<file path="src/rtl/param_rom_pkg.sv">
// Shared types and helpers for the parameter ROM stream arbiter.
package param_rom_pkg;

    localparam int TAG_ID_W = 4;
    localparam int MAX_REQ  = 1 << TAG_ID_W;

    typedef enum logic {
        ARB_IDLE,
        ARB_ISSUE
    } arb_state_e;

    typedef struct packed {
        logic [TAG_ID_W-1:0] id;
        logic                last;
    } rom_tag_t;

    function automatic int min_fifo_depth(input int rom_latency);
        return rom_latency + 1;
    endfunction

    // First requester at or after ptr, wrapping modulo n.
    function automatic int rr_pick(
        input logic [MAX_REQ-1:0] valid,
        input int                 ptr,
        input int                 n
    );
        int                  idx;
        logic [TAG_ID_W-1:0] k;
        rr_pick = 0;
        for (int i = n - 1; i >= 0; i--) begin
            idx = ptr + i;
            if (idx >= n) idx = idx - n;
            k = TAG_ID_W'(idx);
            if (valid[k]) rr_pick = idx;
        end
    endfunction

endpackage

</file>
<file path="src/rtl/param_rom_tag_fifo.sv">
// Synchronous FIFO buffering tagged ROM beats ahead of the output stream.
module param_rom_tag_fifo #(
    parameter int DEPTH = 4,
    parameter int WIDTH = 8
) (
    input  logic                         clk,
    input  logic                         rst,
    input  logic                         push_i,
    input  logic [WIDTH-1:0]             data_i,
    input  logic                         pop_i,
    output logic [WIDTH-1:0]             data_o,
    output logic                         empty_o,
    output logic                         full_o,
    output logic [$clog2(DEPTH+1)-1:0]   count_o
);
    localparam int PW = (DEPTH > 1) ? $clog2(DEPTH) : 1;
    localparam int CW = $clog2(DEPTH + 1);

    logic [WIDTH-1:0] mem_q [DEPTH];
    logic [PW-1:0]    wr_q, wr_d, rd_q, rd_d;
    logic [CW-1:0]    cnt_q, cnt_d;
    logic             do_push, do_pop;

    assign empty_o = (cnt_q == '0);
    assign full_o  = (cnt_q == CW'(DEPTH));
    assign do_pop  = pop_i && !empty_o;
    assign do_push = push_i && (!full_o || do_pop);
    assign data_o  = mem_q[rd_q];
    assign count_o = cnt_q;

    always_comb begin
        wr_d  = wr_q;
        rd_d  = rd_q;
        cnt_d = cnt_q;
        if (do_push) wr_d = (wr_q == PW'(DEPTH - 1)) ? '0 : wr_q + PW'(1);
        if (do_pop)  rd_d = (rd_q == PW'(DEPTH - 1)) ? '0 : rd_q + PW'(1);
        unique case ({do_push, do_pop})
            2'b10:   cnt_d = cnt_q + CW'(1);
            2'b01:   cnt_d = cnt_q - CW'(1);
            default: cnt_d = cnt_q;
        endcase
    end

    always_ff @(posedge clk) begin
        if (rst) begin
            wr_q  <= '0;
            rd_q  <= '0;
            cnt_q <= '0;
        end else begin
            wr_q  <= wr_d;
            rd_q  <= rd_d;
            cnt_q <= cnt_d;
        end
    end

    always_ff @(posedge clk) begin
        if (do_push) mem_q[wr_q] <= data_i;
    end

endmodule

</file>
<file path="src/rtl/param_rom_stream_arbiter.sv">
// Round-robin burst arbiter sharing one registered parameter ROM among
// several consumers; beats return as a tagged valid/ready stream.
module param_rom_stream_arbiter
    import param_rom_pkg::*;
#(
    parameter int NUM_REQ     = 3,
    parameter int DATA_WIDTH  = 32,
    parameter int ADDR_WIDTH  = 6,
    parameter int LEN_WIDTH   = 6,
    parameter int ROM_LATENCY = 2,
    parameter int FIFO_DEPTH  = 4
) (
    input  logic                          clk,
    input  logic                          rst,
    input  logic [NUM_REQ-1:0]            req_valid,
    input  logic [NUM_REQ*ADDR_WIDTH-1:0] req_base,
    input  logic [NUM_REQ*LEN_WIDTH-1:0]  req_len_m1,
    output logic [NUM_REQ-1:0]            req_ready,
    output logic [ADDR_WIDTH-1:0]         rom_addr,
    output logic                          rom_ce,
    input  logic [DATA_WIDTH-1:0]         rom_q,
    output logic [DATA_WIDTH-1:0]         data_out,
    output logic [$clog2(NUM_REQ)-1:0]    data_out_id,
    output logic                          data_out_last,
    output logic                          data_out_valid,
    input  logic                          data_out_ready,
    output logic                          busy
);
    localparam int IDW            = $clog2(NUM_REQ);
    localparam int MIN_FIFO_DEPTH = min_fifo_depth(ROM_LATENCY);
    // The address register is the first latency stage; the tag pipe covers the rest.
    localparam int PIPE           = ROM_LATENCY - 1;
    localparam int CW             = $clog2(FIFO_DEPTH + 1);
    localparam int FW             = DATA_WIDTH + $bits(rom_tag_t);

    if (FIFO_DEPTH < MIN_FIFO_DEPTH) begin : g_depth_chk
        $error("FIFO_DEPTH must be at least ROM_LATENCY+1");
    end
    if (ROM_LATENCY < 2) begin : g_lat_chk
        $error("ROM_LATENCY must be at least 2");
    end
    if (NUM_REQ < 2 || NUM_REQ > MAX_REQ) begin : g_req_chk
        $error("NUM_REQ out of range");
    end

    arb_state_e           state_q, state_d;
    logic [IDW-1:0]       rr_q, rr_d, id_q, id_d;
    logic [ADDR_WIDTH-1:0] addr_q, addr_d;
    logic [LEN_WIDTH-1:0] len_q, len_d, beat_q, beat_d;
    logic [PIPE-1:0]      pv_q;
    rom_tag_t             pt_q [PIPE];
    logic                 issue, credit;
    int                   pick, inflight;

    logic [FW-1:0]        fifo_dout;
    logic [CW-1:0]        fifo_count;
    logic                 fifo_empty, fifo_full, fifo_pop;
    rom_tag_t             head_tag;

    always_comb begin
        inflight = 0;
        for (int i = 0; i < PIPE; i++) begin
            if (pv_q[i]) inflight = inflight + 1;
        end
        credit = (int'(fifo_count) + inflight) < FIFO_DEPTH;
    end

    always_comb begin
        state_d   = state_q;
        rr_d      = rr_q;
        id_d      = id_q;
        addr_d    = addr_q;
        len_d     = len_q;
        beat_d    = beat_q;
        req_ready = '0;
        issue     = 1'b0;
        pick      = rr_pick(MAX_REQ'(req_valid), int'(rr_q), NUM_REQ);
        unique case (state_q)
            ARB_IDLE: begin
                if (|req_valid) begin
                    for (int i = 0; i < NUM_REQ; i++) begin
                        if (i == pick) begin
                            req_ready[i] = 1'b1;
                            addr_d = req_base[i*ADDR_WIDTH +: ADDR_WIDTH];
                            len_d  = req_len_m1[i*LEN_WIDTH +: LEN_WIDTH];
                        end
                    end
                    id_d    = IDW'(pick);
                    rr_d    = (pick == NUM_REQ - 1) ? '0 : IDW'(pick + 1);
                    beat_d  = '0;
                    state_d = ARB_ISSUE;
                end
            end
            ARB_ISSUE: begin
                if (credit) begin
                    issue = 1'b1;
                    if (beat_q == len_q) begin
                        state_d = ARB_IDLE;
                    end else begin
                        beat_d = beat_q + LEN_WIDTH'(1);
                        addr_d = addr_q + ADDR_WIDTH'(1);
                    end
                end
            end
        endcase
    end

    always_ff @(posedge clk) begin
        if (rst) begin
            state_q <= ARB_IDLE;
            rr_q    <= '0;
            id_q    <= '0;
            addr_q  <= '0;
            len_q   <= '0;
            beat_q  <= '0;
            pv_q    <= '0;
        end else begin
            state_q <= state_d;
            rr_q    <= rr_d;
            id_q    <= id_d;
            addr_q  <= addr_d;
            len_q   <= len_d;
            beat_q  <= beat_d;
            pv_q[0] <= issue;
            for (int i = 1; i < PIPE; i++) pv_q[i] <= pv_q[i-1];
        end
    end

    always_ff @(posedge clk) begin
        pt_q[0] <= rom_tag_t'{id: TAG_ID_W'(id_q), last: (beat_q == len_q)};
        for (int i = 1; i < PIPE; i++) pt_q[i] <= pt_q[i-1];
    end

    assign fifo_pop = data_out_valid && data_out_ready;

    param_rom_tag_fifo #(
        .DEPTH (FIFO_DEPTH),
        .WIDTH (FW)
    ) u_fifo (
        .clk     (clk),
        .rst     (rst),
        .push_i  (pv_q[PIPE-1]),
        .data_i  ({rom_q, pt_q[PIPE-1]}),
        .pop_i   (fifo_pop),
        .data_o  (fifo_dout),
        .empty_o (fifo_empty),
        .full_o  (fifo_full),
        .count_o (fifo_count)
    );

    assign {data_out, head_tag} = fifo_dout;
    assign data_out_id    = head_tag.id[IDW-1:0];
    assign data_out_last  = head_tag.last;
    assign data_out_valid = !fifo_empty;
    assign rom_addr       = addr_q;
    assign rom_ce         = 1'b1;
    assign busy = (state_q == ARB_ISSUE) || (pv_q != '0) || !fifo_empty;

    always_ff @(posedge clk) begin
        if (!rst) begin
            assert (!(pv_q[PIPE-1] && fifo_full && !fifo_pop));
            assert (!data_out_valid || (int'(head_tag.id) < NUM_REQ));
        end
    end

endmodule

</file>
<file path="config.mk">
export PLATFORM = sky130hd
export DESIGN_NAME = param_rom_stream_arbiter
export DESIGN_NICKNAME = d
export VERILOG_FILES = /design/src/rtl/param_rom_pkg.sv /design/src/rtl/param_rom_tag_fifo.sv /design/src/rtl/param_rom_stream_arbiter.sv
export SDC_FILE = /design/constraint.sdc
export NUM_CORES = 1
export LEC_CHECK = 0
export CAP_MARGIN = 0
export CORE_MARGIN = 1.5
export CORE_UTILIZATION = 57
export CTS_CLUSTER_SIZE = 24
export DETAILED_ROUTE_END_ITERATION = 7
export PLACE_DENSITY = 0.85
export SYNTH_ARGS = -nofsm -noshare
export SYNTH_HDL_FRONTEND = slang
export SYNTH_SLANG_ARGS = --single-unit
</file>
<file path="constraint.sdc">
create_clock -name clk -period 7.1 [get_ports clk]
set_input_delay 0.71 -clock clk [delete_from_list [all_inputs] [get_ports clk]]
set_output_delay 0.71 -clock clk [all_outputs]
set_load 0.1 [all_outputs]
</file>
# Word level (Yosys, flattened, before mapping)

Memories as Yosys holds them, arrays and structs flattened. A register that Yosys moved wholly into a read port is not among the register bits.
Index checks and enable logic that the tools add are counted.

Register bits: 31
RAM bits: 151
Input port bits: 74
Output and inout bits: 47
Logic and storage cells: 109
Memories kept: 2

Add/sub/neg operators: 13
Magnitude comparators: 7
Equality and inequality tests: 13
Multiplexer cells: 45
Bitwise logic cells: 1
Reductions and logical operators: 18

Memory list:

| name         | words | bits a word | rd ports | clocked after memory_dff | write ports | line                           | RTL |
|---|---|---|---|---|---|---|---|
| u_fifo.mem_q | 4     | 37          | 1        | 1                        | 1           | param_rom_tag_fifo.sv:19       | `logic [WIDTH-1:0] mem_q [DEPTH];` |
| pt_q         | 1     | 3           | 1        | 0                        | 1           | param_rom_stream_arbiter.sv:51 | `rom_tag_t pt_q [PIPE];` |

Operator list:

| operator                                                                       | number |
|---|---|
| 32-bit two-way mux                                                             | 6 |
| 6-bit two-way mux                                                              | 12 |
| 4-bit by 32-bit adder with 32-bit output                                       | 1 |
| 2-bit by 32-bit == test with 1-bit output (first input constant)               | 1 |
| 3-bit by 32-bit == test with 1-bit output (first input constant)               | 1 |
| 32-bit by 3-bit == test with 1-bit output (second input constant)              | 1 |
| 32-bit zero test                                                               | 1 |
| 32-bit by 4-bit less-than comparator with 1-bit output (second input constant) | 1 |
| 6-bit case mux with 2 select lines                                             | 2 |
| 4-bit by 5-bit less-than comparator with 1-bit output (second input constant)  | 3 |
| 1-bit two-way mux                                                              | 13 |
| 6-bit by 1-bit adder with 6-bit output (second input constant)                 | 2 |
| 1-bit binary-select mux with 4-bit select                                      | 3 |
| 2-bit two-way mux                                                              | 5 |
| 3-bit by 2-bit subtractor with 4-bit output (second input constant)            | 2 |
| 2-bit == test (second input constant)                                          | 3 |
| 6-bit == test                                                                  | 1 |
| 3-bit by 2-bit >= comparator with 1-bit output (second input constant)         | 2 |
| 3-bit two-way mux                                                              | 2 |
| 3-bit case mux with 2 select lines                                             | 1 |
| 3-bit AND reduction                                                            | 2 |
| 2-bit by 1-bit adder with 2-bit output (second input constant)                 | 2 |
| 2-bit inequality test (second input constant)                                  | 2 |
| 4-bit inequality test (second input constant)                                  | 1 |
| 22 further kinds                                                               | 27 |

# Logic depth before layout (Yosys ltp)

Depth after elaboration: 14
Depth in mapped cells: 15

# Hierarchy

Synthesis repeated with hierarchy kept, for this count alone.

Cells, all modules: 483
Area total of the unflattened synthesis: 7,724.9 um^2

Modules (own cells, without submodules):

| module                   | times used | cells each | area each (um^2) | sequential area each (um^2) |
|---|---|---|---|---|
| param_rom_tag_fifo       | 1          | 252        | 5,860.6          | 4,624.4 |
| param_rom_stream_arbiter | 1          | 231        | 1,864.3          | 540.5 |

# Worst setup path before layout

OpenSTA, ideal clock, no wires.

Kind: input to output
Start: in req_valid[1]
End: out req_ready[2]
Arrival time: 3.080 ns
Data required time: 6.390 ns
Path slack: 3.310 ns
Stages: 10
Path through: nand2_1 > or2_2 > o221ai_1 > a221o_1 > and2_1 > ha_1 > clkbuf_1 > buf_2 > clkbuf_1 > and2_1

Word-level cells in the longest chain between the ends: 9

RTL lines:

| element                                   | line                           | RTL |
|---|---|---|
| from (decl)                               | param_rom_stream_arbiter.sv:15 | `input logic [NUM_REQ-1:0] req_valid,` |
| 1-bit binary-select mux with 4-bit select | param_rom_pkg.sv:34            | `if (valid[k]) rr_pick = idx;` |
| 1-bit two-way mux (not written as such)   | param_rom_pkg.sv:34            |  |
| 32-bit two-way mux (3 in a row)           | param_rom_pkg.sv:34            |  |
| 3-bit by 32-bit == test with 1-bit output | param_rom_stream_arbiter.sv:82 | `if (i == pick) begin` |
| 1-bit two-way mux                         | param_rom_stream_arbiter.sv:82 |  |
| 3-bit two-way mux *                       | param_rom_stream_arbiter.sv:80 | `if (\|req_valid) begin` |
| 3-bit two-way mux *                       | param_rom_stream_arbiter.sv:78 | `unique case (state_q)` |
| to (decl)                                 | param_rom_stream_arbiter.sv:18 | `output logic [NUM_REQ-1:0] req_ready,` |

Mark *: on every way between the ends. The rest lies on a longest branch, timed or not. The select of a mux whose other input is x is not followed.

# Worst setup path after layout

Start: reg rr_q[1]
End: out req_ready[1]

Word-level cells in the longest chain between the ends: 12

RTL lines:

| element                                                                                                       | line                            | RTL |
|---|---|---|
| from (decl)                                                                                                   | param_rom_stream_arbiter.sv:47  | `logic [IDW-1:0] rr_q, rr_d, id_q, id_d;` |
| from (signal assigned)                                                                                        | param_rom_stream_arbiter.sv:119 | `rr_q <= rr_d;` |
| 2-bit by 2-bit adder with 3-bit output                                                                        | param_rom_pkg.sv:31             | `idx = ptr + i;` |
| 3-bit by 2-bit subtractor with 4-bit output or 3-bit by 2-bit >= comparator with 1-bit output (tied branches) | param_rom_pkg.sv:32             | `if (idx >= n) idx = idx - n;` |
| 32-bit two-way mux                                                                                            | param_rom_pkg.sv:32             |  |
| 1-bit binary-select mux with 4-bit select                                                                     | param_rom_pkg.sv:34             |  |
| 1-bit two-way mux (not written as such)                                                                       | param_rom_pkg.sv:34             |  |
| 32-bit two-way mux (2 in a row)                                                                               | param_rom_pkg.sv:34             |  |
| 32-bit two-way mux *                                                                                          | param_rom_pkg.sv:34             |  |
| 2-bit by 32-bit == test with 1-bit output *                                                                   | param_rom_stream_arbiter.sv:82  |  |
| 1-bit two-way mux *                                                                                           | param_rom_stream_arbiter.sv:82  |  |
| 3-bit two-way mux *                                                                                           | param_rom_stream_arbiter.sv:80  |  |
| 3-bit two-way mux *                                                                                           | param_rom_stream_arbiter.sv:78  |  |

Marks and branches as above.

==> summary.md <==
| Metric | Value |
|---|---|
| Mean instance size in the synthesized netlist | roughly 16 sq um |
| Full die area | 0.0135 sq mm |
| CP Cell Sequence | inv_1 > ha_1 > nand2b_1 > a21oi_1 > and4b_1 > a211oi_1 > ha_1 > and2_1 > clkdlybuf4s50_1 |
| Placeable Area | roughly 0.013 sq mm |
| Worst hold slack | around 0.36 ns |
| Library cell used as clock root buffer | clkbuf_16 |
| Clock power share | between 20% and 30% |
| Post-CTS Hold Fix Bufs | 0 |
| Post-Route Skew | 0.00866 ns |
| Growth of design area from synthesis to finish | 26.4% |
| Placer's final routability congestion estimate | between 0.8 and 0.9 |
| Proportion of synthesized flip-flops having asynchronous set or reset | 0% |
| Global-route congestion overflow total | 0 |
| Final std cells w/o fill | roughly 770 |
| Wire length of the first global-routing pass | between 20,000 and 25,000 um |
| Vias in the first global route | roughly 4,400 |
| Static power due to leakage | ~3 nW |
| Library cells used by synthesis | between 50 and 60 |
| Req. time, crit path | between 6 and 7 ns |
| Cell area after technology mapping | 0.00732 sq mm |
| Synthesized Nets | about 550 |
| Router iterations before antenna repair | 5 |
| Measured slew at the worst slew-check pin | 1.13 ns |
| HPWL Detailed | ~9800 um |
| Number of antenna repair diodes | 0 |
| Remaining design rule violation count | 0 |
| Final Hold Viols | 0 |
| Number of H-tree levels | 4 |
| Largest vdd supply drop | around 0.45 mV |
| Arrival time reported for the critical path endpoint | around 4.3 ns |
| Combined buffer and inverter count along the critical path | 2 |
| Kind of path behind the tightest hold check | reg2reg |
| Total power density per cell area | 460 mW/mm^2 |
| Count of state elements after synthesis | around 180 |
| Final antenna-violating net count | 0 |
| Worst-case headroom to the max-slew limit | between 20% and 30% |
| Fraction of final layout cells sized beyond drive strength 1 | between 10% and 20% |
| Class of the most critical setup path | reg2out |
| Tot GR Track Use | 24.1% |
| Final slew viol count | 0 |
| Top FF cell, synth | edfxtp_1 |
| Unrepaired setup endpoints after global routing | no |
| Clock-pin slew on the worst setup and hold paths | roughly 0.06 ns |
| Commonest cells after routing, fill and taps aside | edfxtp_1, clkdlybuf4s50_1, mux4_2 |
| Final net count | 672 |
| Clock period minus final worst setup slack | 5.05 ns |
| Buffers inserted by post-CTS timing repair | 0 |
| Critical Path Most Common Cell | ha_1 |
| Per-cell routed wire length | just over 20 um |
| Detailed-route via count | ~4,400 |
| Width of the chip | ~120 um |
| Setup TNS | 0 ns |
| Relative contribution of combinational cells to total power | around 46% |
| Warnings from Yosys | 0 |
| EDFF count, synth | between 100 and 150 |
| Switching power summed over all nets | 1.82 mW |
| Clock insertion delay at the later pin of the skew report | approximately 0.43 ns |
| CTS tree | built |
| Cell Rows | 41 |
| Status | finished, final reports clean |
| Number of clock sinks | roughly 180 |
| Relative contribution of sequential cells to total power | between 30% and 40% |
| Endpoint type of the worst setup path | primary output |
| Switching share of power | 42.8% |
| Resized Gates After CTS | 0 |
| Total Power Consumption | between 4 and 5 mW |
| Crit share post-route | 71.1% |
| Maximum achievable frequency | between 150 and 200 MHz |
| Number of cells produced by synthesis | 463 |
| Most common library cell in the layout ignoring fill and taps | edfxtp_1 |
| Largest stage delay on the critical path | 1.13 ns |
| Effective utilization at floorplan | between 50 and 60% |
| Routed wire length | 15,600 um |
| Master of the slowest instance on the critical path | clkdlybuf4s50_1 |
| Pin count of the biggest net entering global routing | 36 |
| Inserted Clock Buffers | 17 |
| Sequential area share after synthesis | roughly 67% |
| Iteration-0 DRC count of the detailed router | between 300 and 400 |
| Setup crit start kind | flip-flop |
| Y dimension of the die | approximately 120 um |
| Internal | roughly 2.4 mW |
| Antenna violations before repair | 0 |
| Instance count after placement with tap cells included | approximately 730 |
| Vias per inst | 5.78 |
| Buffers from clock root to sink, at most | 2 |
| I/O pin total | about 120 |
| Setup Viol. Count Final | 0 |
| Dominant delay contributor by cell family on the critical path | buffers and inverters |
| Filler instances | a little over 700 |
| Number of max-capacitance violations reported | 0 |
| Total of buffers placed on input and output ports | approximately 120 |
| Critical Path Fanout Max | 15 |
sequential cells by signal (all words and copies together), names as in the netlist, 3 cells and up, named ones only:
register	count
pt_q	3
u_fifo.count_o	3
rom_addr	6
len_q	6
beat_q	6
u_fifo.mem_q	140
final timing paths:
path / from / to / slack (ns) / cells past startpoint
min: id_q[1]$_SDFFE_PP0P_ / pt_q[0][2]$_DFF_P_ / 0.36 / 0
max: rr_q[1]$_SDFFE_PP0P_ / req_ready[1] / 2.05 / 9
min reg2reg: id_q[1]$_SDFFE_PP0P_ / pt_q[0][2]$_DFF_P_ / 0.36 / 0
max reg2reg: rr_q[1]$_SDFFE_PP0P_ / rom_addr[5]$_SDFFE_PP0P_ / 3.31 / 12
stage by stage:
step	util [%]	worst slack, ns	area [sq um]
after floorplan	-	3.31	7320
after global placement	68.8	2.21	8650
after detailed placement	68.8	2.11	8650
after CTS	73.6	2.04	9260
after global routing	73.6	1.73	9260
final	73.6	2.05	9260
metal layers:
| layer | track usage [%] | part of all wire (%) | vias up | wire length [um] |
|---|---|---|---|---|
| li1 | - | - | 2035 | - |
| met1 | 29.9 | 40 | 2195 | 6290 |
| met2 | 41.2 | 52 | 184 | 8110 |
| met3 | 6.23 | 6.2 | 16 | 962 |
| met4 | 8.54 | 1.3 | 0 | 204 |
| met5 | 0 | 0 | - | 0 |
worst reg2reg max path, cell delays in order (launching register included):
cell and delay (ns):
dfxtp_1 0.42, inv_1 0.11, ha_1 0.25, nand2b_1 0.17
a21oi_1 0.18, and4b_1 0.22, a211oi_1 0.44, ha_1 0.77
mux2i_1 0.17, o21ai_0 0.41, a21oi_1 0.12, or3_1 0.32
a21oi_1 0.14
final cells by class:
type,instances,area [sq um],share of cell area (%)
Clock buffer,26,500,5.41
Clock inverter,6,108,1.16
Inverter,11,41.3,0.446
Multi-Input combinational cell,255,2270,24.5
Sequential cell,176,4930,53.2
Tap cell,172,215,2.32
Timing Repair Buffer,120,1200,12.9
synthesized netlist by cell type (2+ instances only):
library cell | instances | area (sq um)
a21boi_1 | 2 | 15.0
buf_2 | 6 | 30.0
o21ai_0 | 16 | 80.1
nand3b_1 | 2 | 15.0
o21ai_1 | 6 | 30.0
nand4_1 | 3 | 18.8
mux4_2 | 35 | 788
nand2_1 | 28 | 105
xnor2_1 | 9 | 78.8
edfxtp_1 | 140 | 4200
o31ai_1 | 2 | 15.0
clkbuf_1 | 10 | 37.5
o41ai_1 | 2 | 17.5
inv_1 | 10 | 37.5
buf_1 | 2 | 7.51
a211oi_1 | 4 | 30.0
dfxtp_1 | 36 | 721
ha_1 | 16 | 200
nand3_1 | 5 | 25.0
o21a_1 | 2 | 15.0
a21oi_1 | 17 | 85.1
nand2b_1 | 2 | 12.5
nor2_1 | 29 | 109
o211ai_1 | 2 | 15.0
and2_1 | 9 | 56.3
nor2b_1 | 2 | 12.5
or3_1 | 8 | 50.1
buf_4 | 3 | 22.5
mux2i_1 | 22 | 220
nor3_1 | 8 | 40.0
power by group through the flow:
stage / registers [mW] / clock network [mW] / logic [mW]
2_1_floorplan: 1.42 / 0 / 1.46
3_3_place_gp: 1.35 / 0 / 1.91
3_5_place_dp: 1.36 / 0 / 1.95
4_1_cts: 1.35 / 0.964 / 1.96
5_1_grt: 1.36 / 1.00 / 2.07
6_report: 1.35 / 0.951 / 1.96
logic make-up after synthesis:
kind of cell | Yosys count | share of synthesized area [%]
flip-flops | 176 | 67.2
multiplexers | 58 | 13.9
AO/OA/AOI/OAI | 64 | 5.64
other | 1 | 0.0512
XOR/XNOR | 9 | 1.08
adder cells (fa/ha/maj) | 17 | 3.01
AND/OR/NAND/NOR | 106 | 7.17
buffers and inverters | 32 | 1.90
(Power assumes the default switching activity.)
